--- src/rtl/uart_tx_sched.sv ---
// uart_tx_sched
// Shares one UART transmitter between two requesters and feeds it one byte at
// a time. Requester A supplies 16-bit words sent as two frames (low byte
// first); requester B supplies single bytes. Each byte is strobed into the
// transmitter once it is idle, then the scheduler follows TX_BUSY high and
// low again, inserts an optional gap and moves on to the next byte.
//
// Parameters:
//   GAP_CYCLES   idle cycles inserted after each byte completes (0 = none)
//   BUSY_TIMEOUT cycles to wait for TX_BUSY to rise after a strobe (1..255)
//
// Ports:
//   CLK, RST            clock, synchronous active-high reset
//   A_VALID/A_DATA      16-bit word request, A_READY = accepted this cycle
//   B_VALID/B_DATA      8-bit byte request,  B_READY = accepted this cycle
//   TX_BUSY             transmitter busy flag (synchronous to CLK)
//   TX_P_DATA           byte presented to the transmitter (registered)
//   TX_DATA_VALID       one-cycle load strobe to the transmitter
//   SCHED_BUSY          high whenever the scheduler is not idle
//   TIMEOUT_ERR         one-cycle pulse when TX_BUSY never rose
//   BYTE_CNT            bytes accepted by the transmitter (only with
//                       TX_SCHED_STATS_EN defined)
//
// Build option: define TX_SCHED_STATS_EN to add the BYTE_CNT statistics port.
module uart_tx_sched #(
  parameter int GAP_CYCLES   = 0,
  parameter int BUSY_TIMEOUT = 15
) (
  input  logic        CLK,
  input  logic        RST,
  input  logic        A_VALID,
  input  logic [15:0] A_DATA,
  output logic        A_READY,
  input  logic        B_VALID,
  input  logic [7:0]  B_DATA,
  output logic        B_READY,
  input  logic        TX_BUSY,
  output logic [7:0]  TX_P_DATA,
  output logic        TX_DATA_VALID,
  output logic        SCHED_BUSY,
  output logic        TIMEOUT_ERR
`ifdef TX_SCHED_STATS_EN
  ,
  output logic [15:0] BYTE_CNT
`endif
);

  localparam int GW = (GAP_CYCLES < 1) ? 1 : $clog2(GAP_CYCLES + 1);
  localparam logic [GW-1:0] GAP_LAST = GW'(GAP_CYCLES - 1);
  localparam logic [7:0]    TO_LAST  = 8'(BUSY_TIMEOUT - 1);
  localparam bit            NO_GAP   = (GAP_CYCLES == 0);

  typedef enum logic [2:0] {
    S_IDLE    = 3'd0,
    S_LOAD    = 3'd1,
    S_WAIT_HI = 3'd2,
    S_WAIT_LO = 3'd3,
    S_GAP     = 3'd4
  } state_t;

  state_t        state_r, state_n;
  logic          ptr_r, ptr_n;          // 0: A has priority on a tie, 1: B
  logic [7:0]    tx_data_r, tx_data_n;
  logic [7:0]    hi_byte_r, hi_byte_n;  // second byte of an A word
  logic          more_r, more_n;        // second byte still to send
  logic [7:0]    to_cnt_r, to_cnt_n;
  logic [GW-1:0] gap_cnt_r, gap_cnt_n;
  logic          timeout_r, timeout_n;
  logic          grant_a_s, grant_b_s;

  // Arbitration: only in IDLE and never while reset is held
  always_comb begin
    grant_a_s = 1'b0;
    grant_b_s = 1'b0;
    if ((state_r == S_IDLE) && !RST) begin
      grant_a_s = A_VALID && (!B_VALID || (ptr_r == 1'b0));
      grant_b_s = B_VALID && (!A_VALID || (ptr_r == 1'b1));
    end else begin
      grant_a_s = 1'b0;
      grant_b_s = 1'b0;
    end
  end

  assign A_READY       = grant_a_s;
  assign B_READY       = grant_b_s;
  // The strobe must react to TX_BUSY in the same cycle so a load never
  // collides with a transmitter that is still busy.
  assign TX_DATA_VALID = (state_r == S_LOAD) && !TX_BUSY;
  assign TX_P_DATA     = tx_data_r;
  assign SCHED_BUSY    = (state_r != S_IDLE);
  assign TIMEOUT_ERR   = timeout_r;

  // Next-state and datapath update logic
  always_comb begin
    state_n   = state_r;
    ptr_n     = ptr_r;
    tx_data_n = tx_data_r;
    hi_byte_n = hi_byte_r;
    more_n    = more_r;
    to_cnt_n  = to_cnt_r;
    gap_cnt_n = gap_cnt_r;
    timeout_n = 1'b0;
    case (state_r)
      S_IDLE: begin
        if (grant_a_s) begin
          tx_data_n = A_DATA[7:0];
          hi_byte_n = A_DATA[15:8];
          more_n    = 1'b1;
          ptr_n     = 1'b1;
          state_n   = S_LOAD;
        end else if (grant_b_s) begin
          tx_data_n = B_DATA;
          more_n    = 1'b0;
          ptr_n     = 1'b0;
          state_n   = S_LOAD;
        end else begin
          state_n   = S_IDLE;
        end
      end
      S_LOAD: begin
        if (!TX_BUSY) begin
          to_cnt_n = 8'h00;
          state_n  = S_WAIT_HI;
        end else begin
          state_n  = S_LOAD;
        end
      end
      S_WAIT_HI: begin
        if (TX_BUSY) begin
          state_n   = S_WAIT_LO;
        end else if (to_cnt_r == TO_LAST) begin
          // Transmitter never took the byte: abandon the rest of the message
          timeout_n = 1'b1;
          more_n    = 1'b0;
          state_n   = S_IDLE;
        end else begin
          to_cnt_n  = to_cnt_r + 8'd1;
        end
      end
      S_WAIT_LO: begin
        if (TX_BUSY) begin
          state_n = S_WAIT_LO;
        end else if (!NO_GAP) begin
          gap_cnt_n = {GW{1'b0}};
          state_n   = S_GAP;
        end else if (more_r) begin
          tx_data_n = hi_byte_r;
          more_n    = 1'b0;
          state_n   = S_LOAD;
        end else begin
          state_n   = S_IDLE;
        end
      end
      S_GAP: begin
        if (gap_cnt_r != GAP_LAST) begin
          gap_cnt_n = gap_cnt_r + GW'(1);
        end else if (more_r) begin
          tx_data_n = hi_byte_r;
          more_n    = 1'b0;
          state_n   = S_LOAD;
        end else begin
          state_n   = S_IDLE;
        end
      end
      default: begin
        more_n  = 1'b0;
        state_n = S_IDLE;
      end
    endcase
  end

  // State and datapath registers
  always_ff @(posedge CLK) begin
    if (RST) begin
      state_r   <= S_IDLE;
      ptr_r     <= 1'b0;
      tx_data_r <= 8'h00;
      hi_byte_r <= 8'h00;
      more_r    <= 1'b0;
      to_cnt_r  <= 8'h00;
      gap_cnt_r <= {GW{1'b0}};
      timeout_r <= 1'b0;
    end else begin
      state_r   <= state_n;
      ptr_r     <= ptr_n;
      tx_data_r <= tx_data_n;
      hi_byte_r <= hi_byte_n;
      more_r    <= more_n;
      to_cnt_r  <= to_cnt_n;
      gap_cnt_r <= gap_cnt_n;
      timeout_r <= timeout_n;
    end
  end

`ifdef TX_SCHED_STATS_EN
  logic [15:0] byte_cnt_r;

  // Count bytes the transmitter actually accepted (busy rose after strobe)
  always_ff @(posedge CLK) begin
    if (RST) begin
      byte_cnt_r <= 16'h0000;
    end else if ((state_r == S_WAIT_HI) && TX_BUSY) begin
      byte_cnt_r <= byte_cnt_r + 16'd1;
    end else begin
      byte_cnt_r <= byte_cnt_r;
    end
  end

  assign BYTE_CNT = byte_cnt_r;
`endif

endmodule
--- config.mk ---
export PLATFORM = sky130hd
export DESIGN_NAME = uart_tx_sched
export DESIGN_NICKNAME = d
export VERILOG_FILES = /design/src/rtl/uart_tx_sched.sv
export SDC_FILE = /design/constraint.sdc
export NUM_CORES = 1
export LEC_CHECK = 0
export ABC_AREA = 1
export CAP_MARGIN = 10
export CORE_UTILIZATION = 49
export DETAILED_ROUTE_END_ITERATION = 6
export PLACE_DENSITY = 0.86
export SLEW_MARGIN = 30
export SYNTH_ARGS = -nofsm -noshare
export SYNTH_HDL_FRONTEND = slang
export SYNTH_SLANG_ARGS = --single-unit
--- constraint.sdc ---
create_clock -name CLK -period 1.6 [get_ports CLK]
set_input_delay 0.32 -clock CLK [delete_from_list [all_inputs] [get_ports CLK]]
set_output_delay 0.32 -clock CLK [all_outputs]
set_load 0.1 [all_outputs]
==> metrics <==
Lkg Pwr=0.001213 uW; Layout area overhead=45.01%; nets@finish=384; die width=62.07 um; Clock transition at path regs=0.10 ns; Iter 0 DRT Violations=88; combinational power share=0.558; R2R cell count=8; Synth Instances=293; fin area=2564 sq um; cell area power density=1233 nW/um^2; Syn. warnings=0; Worst EP required=1.28 ns; Yosys reg bits=29; DR WL met3=226 um; worst setup margin=-0.03341 ns; DR pass1 iterations=4; CTS sink cnt=29; routability cong.=0.9000; worst hold path cell count=2; unrepaired setup endpoints after global routing=yes; Seq/Total Area, Yosys=0.3284; final hold violation count=0; Setup Skew=0.01002 ns; worst skew pair latency=0.33 ns; initial antenna violation count=0; die area=3852 sq um; most common cell after layout, fill and taps aside=nand2_1; failing checks=negative setup slack; MaxCap Viol Count=0; crit end category=output pin; ys flop type=dfxtp_1; WHS Endpoint=hi_byte_r[4]$_SDFFE_PP0P_; EDFF count, synth=0; Critical Path AT=1.31 ns; HP Class=flip-flop to flip-flop; syn_nets=324; CORE AREA=3390 sq um; Sw Ratio=0.4777; Cell Rows=21; final worst-path cycle share=1.021; largest net degree at the start of global routing=21; Async SR Flop Fraction=0; flop2flop setup slack=0.10 ns; clk root buf=clkbuf_4; commonest non-fill, non-tap cells in the layout=nand2_1 (98), inv_1 (43), nor2_1 (43); CTS Buf Count=5; Initial Utilization=0.5216; Clock Path Buffers=2; vias in the first global route=1662; Switching Power=1510 uW; hold path start=hi_byte_r[4]$_SDFFE_PP0P_; DP Wirelength=3.360 mm; Yosys cell types=28; critical path class=flip-flop to output pin; Post-route DRC=0; Tightest Pin Transition=0.2874 ns; post-place setup slack=-0.1952 ns; peak supply drop=0.6062 mV; Flop pwr share=0.303; grt total ovfl=0; Period minus WS final=1.633 ns; WL per Instance=11.47 um; status=finished with violations; syn_area_per_cell=6.034 sq um; Detail Route Antenna Nets=0; Worst R2R End=to_cnt_r[0]$_SDFFE_PP0P_; crit-path max FO=3; Fill cells=256; routed metal-1 wirelength=1.936 mm; Final Setup Violations=1; met2 WL=2.359 mm; first-pass GRT wire length=6.975 mm; CTS tree=done; proportion of layout cells with a drive suffix above 1=0.1893; internal power=1651 uW; vias=1922; Port Buf Inserts=41; Total GRT Usage=0.2499; Slew HR=0.8076; Slew Viols, Final=0; CTS Hold Bufs=0; chip height=62.07 um; # IOs=42; routed vias/inst=4.805; final wirelength=4.586 mm; CTS H-tree depth=2; element type at the critical path start=flip-flop; Netlist Area Pre-Place=1768 sq um; ANT cells=0; fmax=612.2 MHz; DP Area=2425 sq um; RR Startpoint=state_r[0]$_SDFFE_PP0P_; clock power share=0.139; max layer used=met4
## cell usage after synthesis (2+ instances only)
master   count  area share
nand2_1    101        0.21
inv_1       47        0.10
nor2_1      44       0.093
dfxtp_1     29        0.33
nand3_1     17       0.048
a21oi_1      9       0.025
o21ai_0      9       0.025
buf_4        4       0.017
buf_2        3      0.0085
nand2_2      3       0.011
nand2_4      3       0.019
ha_1         2       0.014
inv_2        2      0.0042
nand3_2      2       0.011
nand4_1      2      0.0071
nor2_4       2       0.013
nor3_1       2      0.0057
o21ai_1      2      0.0057
## how the worst max path moves through the flow
stage	start	to	slack, ns	cells past startpoint
global route	state_r[0]$_SDFFE_PP0P_	B_READY	-0.07	6
global placement	B_VALID	B_READY	-0.19	5
detailed placement	RST	TX_P_DATA[0]$_SDFFE_PP0P_	-0.20	10
floorplan	RST	ptr_r$_SDFFE_PP0P_	0.03	7
finish	state_r[0]$_SDFFE_PP0P_	B_READY	-0.03	6
CTS	state_r[1]$_SDFFE_PP0P_	B_READY	-0.03	6
## per-layer routing
metal | vias up | global-route usage
li1 | 1011 | -
met2 | 53 | 0.4453
met5 | - | 0
met4 | 0 | 0.08254
met1 | 849 | 0.2884
met3 | 9 | 0.06625
## flip-flops by register name (all words and copies together) (netlist names)
signal / count
TX_P_DATA: 8
hi_byte_r: 8
to_cnt_r: 8
state_r: 2
TIMEOUT_ERR: 1
more_r: 1
ptr_r: 1
## power groups by stage
stage | Combinational [uW] | Clock (uW) | Sequential [uW]
finish | 1760 | 439 | 958
global route | 1880 | 481 | 970
CTS | 1710 | 436 | 961
detailed placement | 1670 | 0 | 976
global placement | 1630 | 0 | 971
floorplan | 683 | 0 | 1380
## critical path: stages (launching register included)
cell,delay (ns)
dfxtp_4,0.37
nor2_4,0.15
nand2_4,0.08
inv_2,0.07
nand2_4,0.05
clkinvlp_4,0.09
buf_12,0.17
## per-stage QoR
stage	TNS (ns)	power (uW)	util	hold WS (ns)	instances
finish	-0.03341	3161	0.7564	0.4969	400
global placement	-1.772	2606	0.7154	0.4597	385
CTS	-0.03612	3106	0.7431	0.4923	397
floorplan	0	2061	-	0.3984	293
detailed placement	-2.348	2642	0.7154	0.4662	385
global route	-0.1431	3330	0.7564	0.4982	400
## cells by family after synthesis
logic type	synth area share
and+or+nand+nor	0.4367
buffers and inverters	0.1366
DFF	0.3284
AOI/OAI and AO/OA	0.07927
adders and majority gates	0.01415
xor gates and xnor gates	0.004955
## layout make-up
cell class,count,area [sq um],share of cell area
well taps,46,57.56,0.02245
clock inverters,2,10.01,0.003904
flip-flops and latches,29,588.1,0.2294
repair buffers,61,686.9,0.2679
multi-input cells,206,979.7,0.3821
inverters,50,200.2,0.07809
clock buffers,6,41.29,0.01611
## timing repair
item	4_1_cts	5_1_grt
setup endpoints to repair	4	5
buffers inserted	4	3
pin swaps	4	2
resized for setup	12	5
(Power assumes the default switching activity.)
